**src/rtl/sweep_pkg.sv**
```systemverilog
// Shared types and helpers for the RF switch sweep sequencer.
// Position encoding matches the switch driver GPIO.
package sweep_pkg;

  typedef enum logic [2:0] {
    ST_IDLE,
    ST_SETTLE,
    ST_TRIG,
    ST_WAIT_RDY,
    ST_NEXT
  } state_t;

  localparam logic [1:0] SW_POS_0       = 2'd0;
  localparam logic [1:0] SW_POS_1       = 2'd1;
  localparam logic [1:0] SW_POS_2       = 2'd2;
  localparam logic [1:0] SW_POS_INVALID = 2'd3;

  typedef struct packed {
    logic       valid;
    logic [1:0] pos;
  } pos_sel_t;

  // Lowest enabled position at or above 'from'; invalid when none.
  function automatic pos_sel_t next_enabled(
    input logic [2:0] mask,
    input logic [2:0] from
  );
    pos_sel_t r;
    r = '{valid: 1'b0, pos: SW_POS_INVALID};
    for (int i = 2; i >= 0; i--) begin
      if (mask[i] && (3'(i) >= from)) begin
        r = '{valid: 1'b1, pos: 2'(i)};
      end
    end
    return r;
  endfunction

endpackage

```
**src/rtl/switch_sweep_sequencer_if.sv**
```systemverilog
// Command/status bundle between the UART decoder and the sweep sequencer.
// master = command decoder, slave = sequencer.
interface switch_sweep_sequencer_if;

  logic       start;
  logic       abort;
  logic       continuous;
  logic [2:0] pos_mask;
  logic       manual_load;
  logic [1:0] manual_pos;
  logic       busy;
  logic       done;
  logic       timeout_err;

  modport master (
    output start,
    output abort,
    output continuous,
    output pos_mask,
    output manual_load,
    output manual_pos,
    input  busy,
    input  done,
    input  timeout_err
  );

  modport slave (
    input  start,
    input  abort,
    input  continuous,
    input  pos_mask,
    input  manual_load,
    input  manual_pos,
    output busy,
    output done,
    output timeout_err
  );

endinterface

```
**src/rtl/sync_edge_detect.sv**
```systemverilog
// Two-flop synchroniser with a registered rising-edge pulse.
// A pin edge shows up on 'rise' three clocks after it is first sampled.
module sync_edge_detect (
  input  logic clk,
  input  logic rst,
  input  logic d,
  output logic rise
);

  logic meta;
  logic sync;
  logic sync_d;

  always_ff @(posedge clk) begin
    if (rst) begin
      meta   <= 1'b0;
      sync   <= 1'b0;
      sync_d <= 1'b0;
      rise   <= 1'b0;
    end else begin
      meta   <= d;
      sync   <= meta;
      sync_d <= sync;
      rise   <= sync & ~sync_d;
    end
  end

endmodule

```
**src/rtl/switch_sweep_sequencer.sv**
```systemverilog
// Steps the VNA RF switch through enabled positions, one triggered
// acquisition per position, with settle, trigger and ACQ-RDY timeout.
module switch_sweep_sequencer
  import sweep_pkg::*;
#(
  parameter int SETTLE_CYCLES  = 2500000,
  parameter int TRIG_CYCLES    = 500,
  parameter int TIMEOUT_CYCLES = 250000000,
  parameter int CNT_W          = 28
) (
  input  logic                     clk_50,
  input  logic                     rst,
  switch_sweep_sequencer_if.slave  bus,
  input  logic                     acq_rdy,
  output logic [1:0]               switch_state,
  output logic                     vna_trig
);

  localparam logic [CNT_W-1:0] SETTLE_LD = CNT_W'(SETTLE_CYCLES - 1);
  localparam logic [CNT_W-1:0] TRIG_LD   = CNT_W'(TRIG_CYCLES - 1);
  localparam logic [CNT_W-1:0] TMO_LD    = CNT_W'(TIMEOUT_CYCLES - 1);

  state_t           state_q, state_d;
  logic [2:0]       mask_q, mask_d;
  logic [CNT_W-1:0] cnt_q, cnt_d;
  logic [1:0]       sw_q, sw_d;
  logic             trig_q, trig_d;
  logic             busy_q, busy_d;
  logic             done_q, done_d;
  logic             tmo_q, tmo_d;

  logic     rdy_rise;
  pos_sel_t first_sel;
  pos_sel_t lowest_sel;
  pos_sel_t higher_sel;

  sync_edge_detect u_rdy_sync (
    .clk  (clk_50),
    .rst  (rst),
    .d    (acq_rdy),
    .rise (rdy_rise)
  );

  assign first_sel  = next_enabled(bus.pos_mask, 3'd0);
  assign lowest_sel = next_enabled(mask_q, 3'd0);
  assign higher_sel = next_enabled(mask_q, {1'b0, sw_q} + 3'd1);

  always_ff @(posedge clk_50) begin
    if (rst) begin
      state_q <= ST_IDLE;
      mask_q  <= '0;
      cnt_q   <= '0;
      sw_q    <= SW_POS_0;
      trig_q  <= 1'b0;
      busy_q  <= 1'b0;
      done_q  <= 1'b0;
      tmo_q   <= 1'b0;
    end else begin
      state_q <= state_d;
      mask_q  <= mask_d;
      cnt_q   <= cnt_d;
      sw_q    <= sw_d;
      trig_q  <= trig_d;
      busy_q  <= busy_d;
      done_q  <= done_d;
      tmo_q   <= tmo_d;
    end
  end

  always_comb begin
    state_d = state_q;
    mask_d  = mask_q;
    sw_d    = sw_q;
    trig_d  = 1'b0;
    busy_d  = busy_q;
    done_d  = 1'b0;
    tmo_d   = tmo_q;
    cnt_d   = (cnt_q == '0) ? '0 : cnt_q - CNT_W'(1);

    if (bus.abort) begin
      state_d = ST_IDLE;
      busy_d  = 1'b0;
      cnt_d   = '0;
    end else begin
      unique case (state_q)
        ST_IDLE: begin
          if (bus.start && first_sel.valid) begin
            mask_d  = bus.pos_mask;
            sw_d    = first_sel.pos;
            tmo_d   = 1'b0;
            busy_d  = 1'b1;
            state_d = ST_SETTLE;
            cnt_d   = SETTLE_LD;
          end else if (bus.manual_load &&
                       bus.manual_pos != SW_POS_INVALID) begin
            sw_d = bus.manual_pos;
          end
        end
        ST_SETTLE: begin
          if (cnt_q == '0) begin
            state_d = ST_TRIG;
            trig_d  = 1'b1;
            cnt_d   = TRIG_LD;
          end
        end
        ST_TRIG: begin
          if (cnt_q == '0) begin
            state_d = ST_WAIT_RDY;
            cnt_d   = TMO_LD;
          end else begin
            trig_d = 1'b1;
          end
        end
        ST_WAIT_RDY: begin
          // a late edge on the final count still advances
          if (rdy_rise) begin
            state_d = ST_NEXT;
            cnt_d   = '0;
          end else if (cnt_q == '0) begin
            state_d = ST_IDLE;
            busy_d  = 1'b0;
            tmo_d   = 1'b1;
          end
        end
        ST_NEXT: begin
          if (higher_sel.valid) begin
            sw_d    = higher_sel.pos;
            state_d = ST_SETTLE;
            cnt_d   = SETTLE_LD;
          end else if (bus.continuous && lowest_sel.valid) begin
            sw_d    = lowest_sel.pos;
            state_d = ST_SETTLE;
            cnt_d   = SETTLE_LD;
          end else begin
            done_d  = 1'b1;
            busy_d  = 1'b0;
            state_d = ST_IDLE;
            cnt_d   = '0;
          end
        end
        default: begin
          state_d = ST_IDLE;
          busy_d  = 1'b0;
          cnt_d   = '0;
        end
      endcase
    end
  end

  assign switch_state    = sw_q;
  assign vna_trig        = trig_q;
  assign bus.busy        = busy_q;
  assign bus.done        = done_q;
  assign bus.timeout_err = tmo_q;

endmodule

```
**src/flat_wrapper.sv**
```systemverilog
// flat-port wrapper written by rule: the top's interface ports become plain ports
module switch_sweep_sequencer_flat import sweep_pkg::*;
#(
  parameter int SETTLE_CYCLES  = 2500000,
  parameter int TRIG_CYCLES    = 500,
  parameter int TIMEOUT_CYCLES = 250000000,
  parameter int CNT_W          = 28
)
  (clk_50, rst, acq_rdy, switch_state, vna_trig, bus_start, bus_abort, bus_continuous, bus_pos_mask, bus_manual_load, bus_manual_pos, bus_busy, bus_done, bus_timeout_err);
  switch_sweep_sequencer_if bus_i ();
  input  logic clk_50;
  input  logic rst;
  input  logic acq_rdy;
  output logic [1:0] switch_state;
  output logic vna_trig;
  input wire logic [$bits(bus_i.start)-1:0] bus_start;
  input wire logic [$bits(bus_i.abort)-1:0] bus_abort;
  input wire logic [$bits(bus_i.continuous)-1:0] bus_continuous;
  input wire logic [$bits(bus_i.pos_mask)-1:0] bus_pos_mask;
  input wire logic [$bits(bus_i.manual_load)-1:0] bus_manual_load;
  input wire logic [$bits(bus_i.manual_pos)-1:0] bus_manual_pos;
  output wire logic [$bits(bus_i.busy)-1:0] bus_busy;
  output wire logic [$bits(bus_i.done)-1:0] bus_done;
  output wire logic [$bits(bus_i.timeout_err)-1:0] bus_timeout_err;
  assign bus_i.start = bus_start;
  assign bus_i.abort = bus_abort;
  assign bus_i.continuous = bus_continuous;
  assign bus_i.pos_mask = bus_pos_mask;
  assign bus_i.manual_load = bus_manual_load;
  assign bus_i.manual_pos = bus_manual_pos;
  assign bus_busy = bus_i.busy;
  assign bus_done = bus_i.done;
  assign bus_timeout_err = bus_i.timeout_err;
  switch_sweep_sequencer #(.SETTLE_CYCLES(SETTLE_CYCLES), .TRIG_CYCLES(TRIG_CYCLES), .TIMEOUT_CYCLES(TIMEOUT_CYCLES), .CNT_W(CNT_W)) u_core (.clk_50(clk_50), .rst(rst), .bus(bus_i), .acq_rdy(acq_rdy), .switch_state(switch_state), .vna_trig(vna_trig));
endmodule
```
**config.mk**
```make
export PLATFORM = sky130hd
export DESIGN_NAME = switch_sweep_sequencer_flat
export DESIGN_NICKNAME = d
export VERILOG_FILES = /design/src/rtl/sweep_pkg.sv /design/src/rtl/switch_sweep_sequencer_if.sv /design/src/rtl/sync_edge_detect.sv /design/src/rtl/switch_sweep_sequencer.sv /design/src/flat_wrapper.sv
export SDC_FILE = /design/constraint.sdc
export NUM_CORES = 1
export LEC_CHECK = 0
export BUFFER_PORTS_ARGS = -buffer_cell sky130_fd_sc_hd__buf_4
export CAP_MARGIN = 30
export CELL_PAD_IN_SITES_DETAIL_PLACEMENT = 0
export CELL_PAD_IN_SITES_GLOBAL_PLACEMENT = 2
export CORE_MARGIN = 2
export CORE_UTILIZATION = 35
export DETAILED_ROUTE_END_ITERATION = 16
export PLACE_DENSITY = 0.81
export SLEW_MARGIN = 40
export SYNTH_ARGS = -nofsm -noshare
export SYNTH_HDL_FRONTEND = slang
export SYNTH_SLANG_ARGS = --single-unit
```
**constraint.sdc**
```tcl
create_clock -name clk_50 -period 2.6 [get_ports clk_50]
set_input_delay 0.52 -clock clk_50 [delete_from_list [all_inputs] [get_ports clk_50]]
set_output_delay 0.52 -clock clk_50 [all_outputs]
set_load 0.005 [all_outputs]
```
# Word-level counts from Yosys, hierarchy flattened
# Index checks and enable logic that the tools add are counted.
# totals
latch_bits	0
input_bits	12
wordCells	99
out_inout_bits	6
mem_count	0
register_bits	44
ram_bits	0
rom_bits	0
# classes
n_eq_ne	15
n_div	0
mux	44
shifts	0
n_lt_le_gt_ge	3
bitwise	5
reduce_logical	18
mul	0
add_sub_neg	2
# ops
cell	n
two-way mux 28 bit	6
case mux 28 bit (5 select lines)	1
two-way mux 3 bit	15
zero test 28 bit	1
subtractor 28 x 1 -> 28 bit, second input constant	1
two-way mux 22 bit	1
case mux 3 bit (5 select lines)	1
two-way mux 1 bit	12
two-way mux 2 bit	4
!= test 2 x 1 -> 1 bit, second input constant	4
!= test 2 bit, second input constant	4
AND reduction 4 bit	2
== test 3 x 2 -> 1 bit, second input constant	2
>= comparator 1 x 3 -> 1 bit, first input constant	2
logical AND 1 bit	6
!= test 3 x 1 -> 1 bit, second input constant	2
AND reduction 6 bit	1
AND reduction 5 bit	1
NOT 1 bit	4
case mux 1 bit (2 select lines)	2
case mux 1 bit (4 select lines)	1
case mux 2 bit (2 select lines)	1
nonzero test 2 bit	2
OR reduction 2 bit	2
other kinds (9)	9

# Longest topological paths before layout
# Gate-level depths: netlist of run 1.
# depth
depth_word	8
ltp_mapped	8
ltp_nobuf	7

# By module
# Synthesis of run 1 repeated with hierarchy kept, for this count alone.
# unflattened
hier_cells	261
hier_area_um2	2168.3
# by_module_without_submodules
module	area_per_inst_um2	cells_each	n_inst
switch_sweep_sequencer	2057.0	253	1
sync_edge_detect	111.4	8	1

# Least setup slack after synthesis of run 1
# OpenSTA, ideal clock, no wires.
# synth_path
path_kind	flip-flop to flip-flop
from	register u_core.cnt_q[0]
to	register u_core.cnt_q[12]
setup_time_ns	0.067
path_stages_with_launch	9
arrival_ns	1.887
slack_ns	0.646
path_buffers	1
required_time_ns	2.533
path_cell_list	dfxtp_1 -> inv_1 -> ha_1 -> nor4b_1 -> nand3_2 -> or3_1 -> or3_1 -> clkbuf_2 -> a21oi_2
# synth_between
elab_chain_len	4
# synth_lines
item	line_no	text
from (decl)	switch_sweep_sequencer.sv:25	logic [CNT_W-1:0] cnt_q, cnt_d;
from (signal assigned)	switch_sweep_sequencer.sv:61	cnt_q <= cnt_d;
subtractor 28 x 1 -> 28 bit or zero test 28 bit (tied branches)	switch_sweep_sequencer.sv:78, switch_sweep_sequencer.sv:100, switch_sweep_sequencer.sv:107	
two-way mux 28 bit	switch_sweep_sequencer.sv:78	cnt_d = (cnt_q == '0) ? '0 : cnt_q - CNT_W'(1);
two-way mux 28 bit, on equally long branches	n/a	
case mux 28 bit (5 select lines) *	switch_sweep_sequencer.sv:85	unique case (state_q)
# Mark *: on every way between the ends. The rest lies on a longest branch, timed or not.
# A chain may end at the register's enable or synchronous reset.

# Worst setup path after layout of run 1
# layout_path
from	register u_core.cnt_q[15]
to	register u_core.cnt_q[3]
# layout_between
elab_chain_len	4
# layout_lines
item	line_no
zero test 28 bit *	switch_sweep_sequencer.sv:78, switch_sweep_sequencer.sv:100, switch_sweep_sequencer.sv:107
two-way mux 28 bit	switch_sweep_sequencer.sv:78
two-way mux 28 bit, on equally long branches	n/a
case mux 28 bit (5 select lines) *	switch_sweep_sequencer.sv:85
# Marks and branches as above.

==> metrics, run 1 <==
Cells on Worst Hold Path 1; antenna violations before repair 0; largest net degree at the start of global routing 17; DP HPWL 3780 um; YS warnings 0; number of setup buffers added after CTS 0; FFs w/ async S/R, synth 0%; slowest stage delay, CP approximately 0.45 ns; sequential area share after synthesis a little under two fifths; Worst path slowest cell nor4_2; Setup violations, final 0; via count around 1900; clock buffer depth 2; Slew HR 57.4%; final core occ 40.9%; worst min path class reg -> reg; # diodes 0; Yosys reg bits 44; Avg WL per Cell ~14 um; Die Width 85.5 um; FMAX 434 MHz; kind of critical path reg -> reg; Leak 0.947 nW; vias in the first global route 1748; R2R depth 5; Setup crit start kind flip-flop; number of vias per cell 5.32; TritonCTS Buffers 5; share of cells above drive strength 1 ~16%; Crit. End Element flip-flop; Post-CTS Hold Fix Bufs 0; CTS resizes 0; Synth Flop Type dfxtp_1; slack of the worst reg-to-reg path about 0.30 ns; Tightest Pin Transition 0.632 ns; port bufs 17; gr usage total 14.8%; status finished clean; cell row count 29; MaxCap Viol Count 0; final worst path period need 2.30 ns; # DRC 0; H-tree Lvls 2; drt initial violations around 110; most common cell after layout, fill and taps aside dfxtp_1; unrepaired setup endpoints after global routing no; Sink Count 44; die area ~7300 um2; worst path required time 2.75 ns; total power 1.95 mW; Post-Syn Instances 262; mapped cell area 2330 um2; Critical R2R Launch u_core.cnt_q[15]; final hold vios 0; I/O Pins 18; fin nets just under 300; R2R Path End u_core.cnt_q[3]; syn_nets about 280; Setup TNS 0 ns; Slew Limit Fails 0; Routed Antenna Nets 0; Worst Path Max Fanout 9; count of cell types in the netlist between 50 and 60; final clock skew just under 0.006 ns; worst-skew pair later-pin latency 0.30 ns; CTS Root Cell clkbuf_8; clk slew on worst S/H paths 0.08 ns; most frequent cells in the layout dfxtp_1, nor2_1, xnor2_1, buf_4, o21ai_0; Core Area about 6400 um2; area delta synth->final 12.2%; first-pass GRT wire length between 8000 and 9000 um; final WL 5140 um; peak supply drop 0.559 mV; GPL Wtd Cong 0.755; Critical Path AT 2.45 ns; cell chain of the critical path nor4_2 > nand4_2 > or2_1 > a21oi_1 > o21ai_0; PD cells 747 nW/um2; 1st-pass router iterations 4; Tcrit/Tclk final 88.6%; Initial Utilization a little over a third; Overflow after GRT 0; CTS tree yes; Worst Hold Endpoint u_core.u_rdy_sync.rise; Syn Area/Cell 8.88 um2; Die Y 85.5 um; hold_sp u_core.u_rdy_sync.sync_d; Post-synth EDFFs 0
## registers in the layout (all words and copies together) (netlist names)
name and flops:
u_core.bus.busy 1, u_core.cnt_q 28, u_core.u_rdy_sync.meta 1, u_core.vna_trig 1, u_core.u_rdy_sync.sync 1, u_core.u_rdy_sync.rise 1
u_core.bus.timeout_err 1, u_core.bus.done 1, u_core.state_q 3, u_core.switch_state 2, u_core.mask_q 3, u_core.u_rdy_sync.sync_d 1
## cells by family (layout without fill, tap and decap cells)
family | after synthesis | after routing | share of synthesized area [%]
and+or+nand+nor | 114 | 114 | 29.4
AOI/OAI and AO/OA | 58 | 58 | 16.8
DFF | 44 | 44 | 37.8
xor gates and xnor gates | 25 | 25 | 9.41
buffers and inverters | 14 | 30 | 3.17
muxes | 5 | 5 | 2.37
adders and majority gates | 2 | 2 | 1.08
## final cells by class
cell class / instances / area, um2
sequential: 44 / 881
inverter: 3 / 11.3
multi-input combinational: 204 / 1370
clock buffer: 6 / 72.6
clock inverter: 2 / 35.0
timing repair buffer: 19 / 143
fill: 662 / 3770
tap: 77 / 96.3
## worst max path at each step
stage	start	end	slack, ns	depth (start not counted)
detailed placement	u_core.cnt_q[15]	u_core.cnt_q[21]	0.27	5
global route	u_core.cnt_q[0]	u_core.cnt_q[3]	0.01	7
global placement	u_core.cnt_q[15]	u_core.cnt_q[2]	0.28	5
CTS	u_core.cnt_q[0]	u_core.cnt_q[3]	0.25	7
finish	u_core.cnt_q[15]	u_core.cnt_q[3]	0.30	5
floorplan	u_core.cnt_q[0]	u_core.cnt_q[12]	0.65	8
## power by group
| part | total (mW) | switching [mW] | internal, mW |
|---|---|---|---|
| clock network | 0.515 | 0.230 | 0.285 |
| logic | 0.616 | 0.340 | 0.276 |
| registers | 0.819 | 0.0824 | 0.736 |
| total | 1.95 | 0.652 | 1.30 |
## critical path: cells and delay by family (launching register included)
family          cells  cell delay [ns]
compound gates      2             0.58
flops               1             0.44
simple gates        3             1.12
## through the flow
step / cell area, um2 / setup WS, ns / hold slack (ns) / instances
5_1_grt: 2610 / 0.00994 / 0.428 / 355
3_5_place_dp: 2500 / 0.275 / 0.380 / 347
2_1_floorplan: 2330 / 0.646 / 0.367 / 262
4_1_cts: 2610 / 0.254 / 0.392 / 355
3_3_place_gp: 2500 / 0.279 / 0.372 / 347
6_report: 2610 / 0.297 / 0.392 / 355
## Yosys cell counts (2+ instances only)
cell       n  area share, %
a211oi_1   3           0.97
a21o_1     2           0.64
a21oi_1   13            2.8
a21oi_2    2           0.75
clkbuf_1   8            1.3
clkbuf_8   2            1.2
dfxtp_1   44             38
ha_1       2            1.1
inv_1      3           0.48
mux2i_1    4            1.7
nand2_1   15            2.4
nand2b_1   6            1.6
nand3_1    2           0.43
nand4_1    5            1.3
nor2_1    27            4.4
nor2b_1    6            1.6
nor3_1    11            2.4
nor3b_1    3           0.97
nor4_1    10            2.7
nor4_2     2            1.1
nor4_4     2            1.8
nor4b_1    3            1.1
o21ai_0   16            3.4
o21bai_1   3           0.97
o22ai_1    2           0.54
o31a_1     2           0.75
o31ai_1    2           0.64
or2_2      3           0.81
or3_1      5            1.3
or3b_2     3            1.1
or4_4      2           0.97
xnor2_1   19            7.2
xor2_1     6            2.3
## layer usage
layer	global-route usage, %	part of all wire, %
met1	21.2	53
met2	21.9	44
met3	4.04	2.0
met4	4.33	0.95
met5	0	0
No activity file was read; power rests on OpenSTA's default activity.
==> inputs of run 2 (changes only) <==
==> constraint.sdc (replaced) <==
create_clock -name clk_50 -period 2.5 [get_ports clk_50]
set_input_delay 0.5 -clock clk_50 [delete_from_list [all_inputs] [get_ports clk_50]]
set_output_delay 0.5 -clock clk_50 [all_outputs]
set_load 0.005 [all_outputs]
==> metrics, run 2 (synthesis gave the netlist of run 1 again) <==
R2R depth 5; Setup TNS 0 ns; final worst path period need 2.24 ns; via count 1889; unrepaired setup endpoints after global routing no; final WL 5120 um; Critical R2R Launch u_core.cnt_q[15]; largest registers u_core.cnt_q x28, u_core.mask_q x3, u_core.state_q x3; # DRC 0; H-tree Lvls 2; number of vias per cell 5.25; worst path required time 2.66 ns; CTS Root Cell clkbuf_8; Setup violations, final 0; Setup crit start kind flip-flop; sw power 0.678 mW; Overflow after GRT 0; final hold vios 0; Sink Count 44; clk slew on worst S/H paths about 0.080 ns; 1st-pass router iterations 4; hold_sp u_core.u_rdy_sync.sync_d; kind of critical path reg -> reg; vias in the first global route ~1800; area delta synth->final 13.4%; most common cell after layout, fill and taps aside dfxtp_1; drt initial violations 100; Leak 0.960 nW; Tcrit/Tclk final 89.8%; Worst Hold Endpoint u_core.u_rdy_sync.rise; worst-skew pair later-pin latency 0.29 ns; # fillers 656; number of flip-flops in the largest register 28; Seq pwr share 43.1%; FMAX 446 MHz; Core Area around 6400 um2; CTS tree yes; DP HPWL 3810 um; number of setup buffers added after CTS 0; I/O Pins 18; most flop-heavy register u_core.cnt_q; Tightest Pin Transition 0.511 ns; clock buffer depth 2; TritonCTS Buffers 5; first-pass GRT wire length 8830 um; Worst Path Max Fanout 9; Initial Utilization around 36%; logic gate share of total power between 30 and 40%; # diodes 0; PD cells roughly 750 nW/um2; R2R Path End u_core.cnt_q[21]; status finished clean; GPL Wtd Cong about 0.76; die area approximately 7300 um2; Die Width 85.5 um; fin nets 296; slack of the worst reg-to-reg path 0.26 ns; Clock power frac a little under a quarter; Die Y 85.5 um; Cells on Worst Hold Path 1; total power a little under 2 mW; Routed Antenna Nets 0; switching fraction of total power between 30% and 40%; Avg WL per Cell 14.2 um; worst min path class reg -> reg; Internal Power ~1.3 mW; largest net degree at the start of global routing 17; port bufs 17; MaxCap Viol Count 0; most frequent cells in the layout dfxtp_1, nor2_1, buf_4, xnor2_1, o21ai_0; antenna violations before repair 0; Critical Path AT between 2 and 2.5 ns; final clock skew ~0.01 ns; Slew HR 65.8%; cell row count 29; CTS resizes 0; hold_ws 0.381 ns; Crit. End Element flip-flop; fin area 2640 um2; peak supply drop 0.433 mV; Slew Limit Fails 0; Placement Cell Area 2540 um2; gr usage total 15.2%; Post-CTS Hold Fix Bufs 0; share of cells above drive strength 1 18.0%
[run 2: worst max-delay path by stage]
stage                     start          endpoint  slack (ns)  cells past startpoint
6_report       u_core.cnt_q[15]  u_core.cnt_q[21]        0.26                      5
3_3_place_gp   u_core.cnt_q[15]  u_core.cnt_q[21]         0.1                      5
2_1_floorplan   u_core.cnt_q[0]  u_core.cnt_q[12]        0.55                      8
3_5_place_dp   u_core.cnt_q[15]  u_core.cnt_q[21]        0.07                      5
4_1_cts        u_core.cnt_q[15]  u_core.cnt_q[21]        0.07                      5
5_1_grt        u_core.cnt_q[15]  u_core.cnt_q[21]        0.08                      5
[run 2: through the flow]
stage / instances / setup WS [ns] / utilization (%)
3_5_place_dp: 352 / 0.0743 / 39.8
3_3_place_gp: 352 / 0.0958 / 39.8
4_1_cts: 360 / 0.0683 / 41.3
5_1_grt: 360 / 0.0761 / 41.3
2_1_floorplan: 262 / 0.546 / -
6_report: 360 / 0.256 / 41.3
[run 2: final cells by class]
cell class	count	area [um2]	area share, %
multi-input cells	204	1380	52.2
flip-flops and latches	44	881	33.4
repair buffers	24	180	6.83
well taps	77	96.3	3.65
clock buffers	7	86.3	3.27
inverters	3	11.3	0.427
clock inverters	1	7.51	0.284
[run 2: critical path, stage by stage, from the launching register on]
cell     delay, ns
dfxtp_1       0.44
nor4_2        0.48
nand4_2       0.24
or2_1         0.45
a21oi_2       0.35
o21ai_0       0.16
[run 2: power by group through the flow]
stage / combinational, mW / sequential [mW] / clock [mW]
final: 0.661 / 0.853 / 0.464
after global routing: 0.742 / 0.865 / 0.515
after CTS: 0.666 / 0.852 / 0.486
after detailed placement: 0.661 / 0.868 / 0
after global placement: 0.675 / 0.867 / 0
after floorplan: 0.519 / 0.845 / 0
[run 2: per-layer routing]
metal	global-route usage, %	wire, um
met5	0	0
met4	3.46	48
met3	3.46	120
met2	23.2	2330
met1	21.9	2620
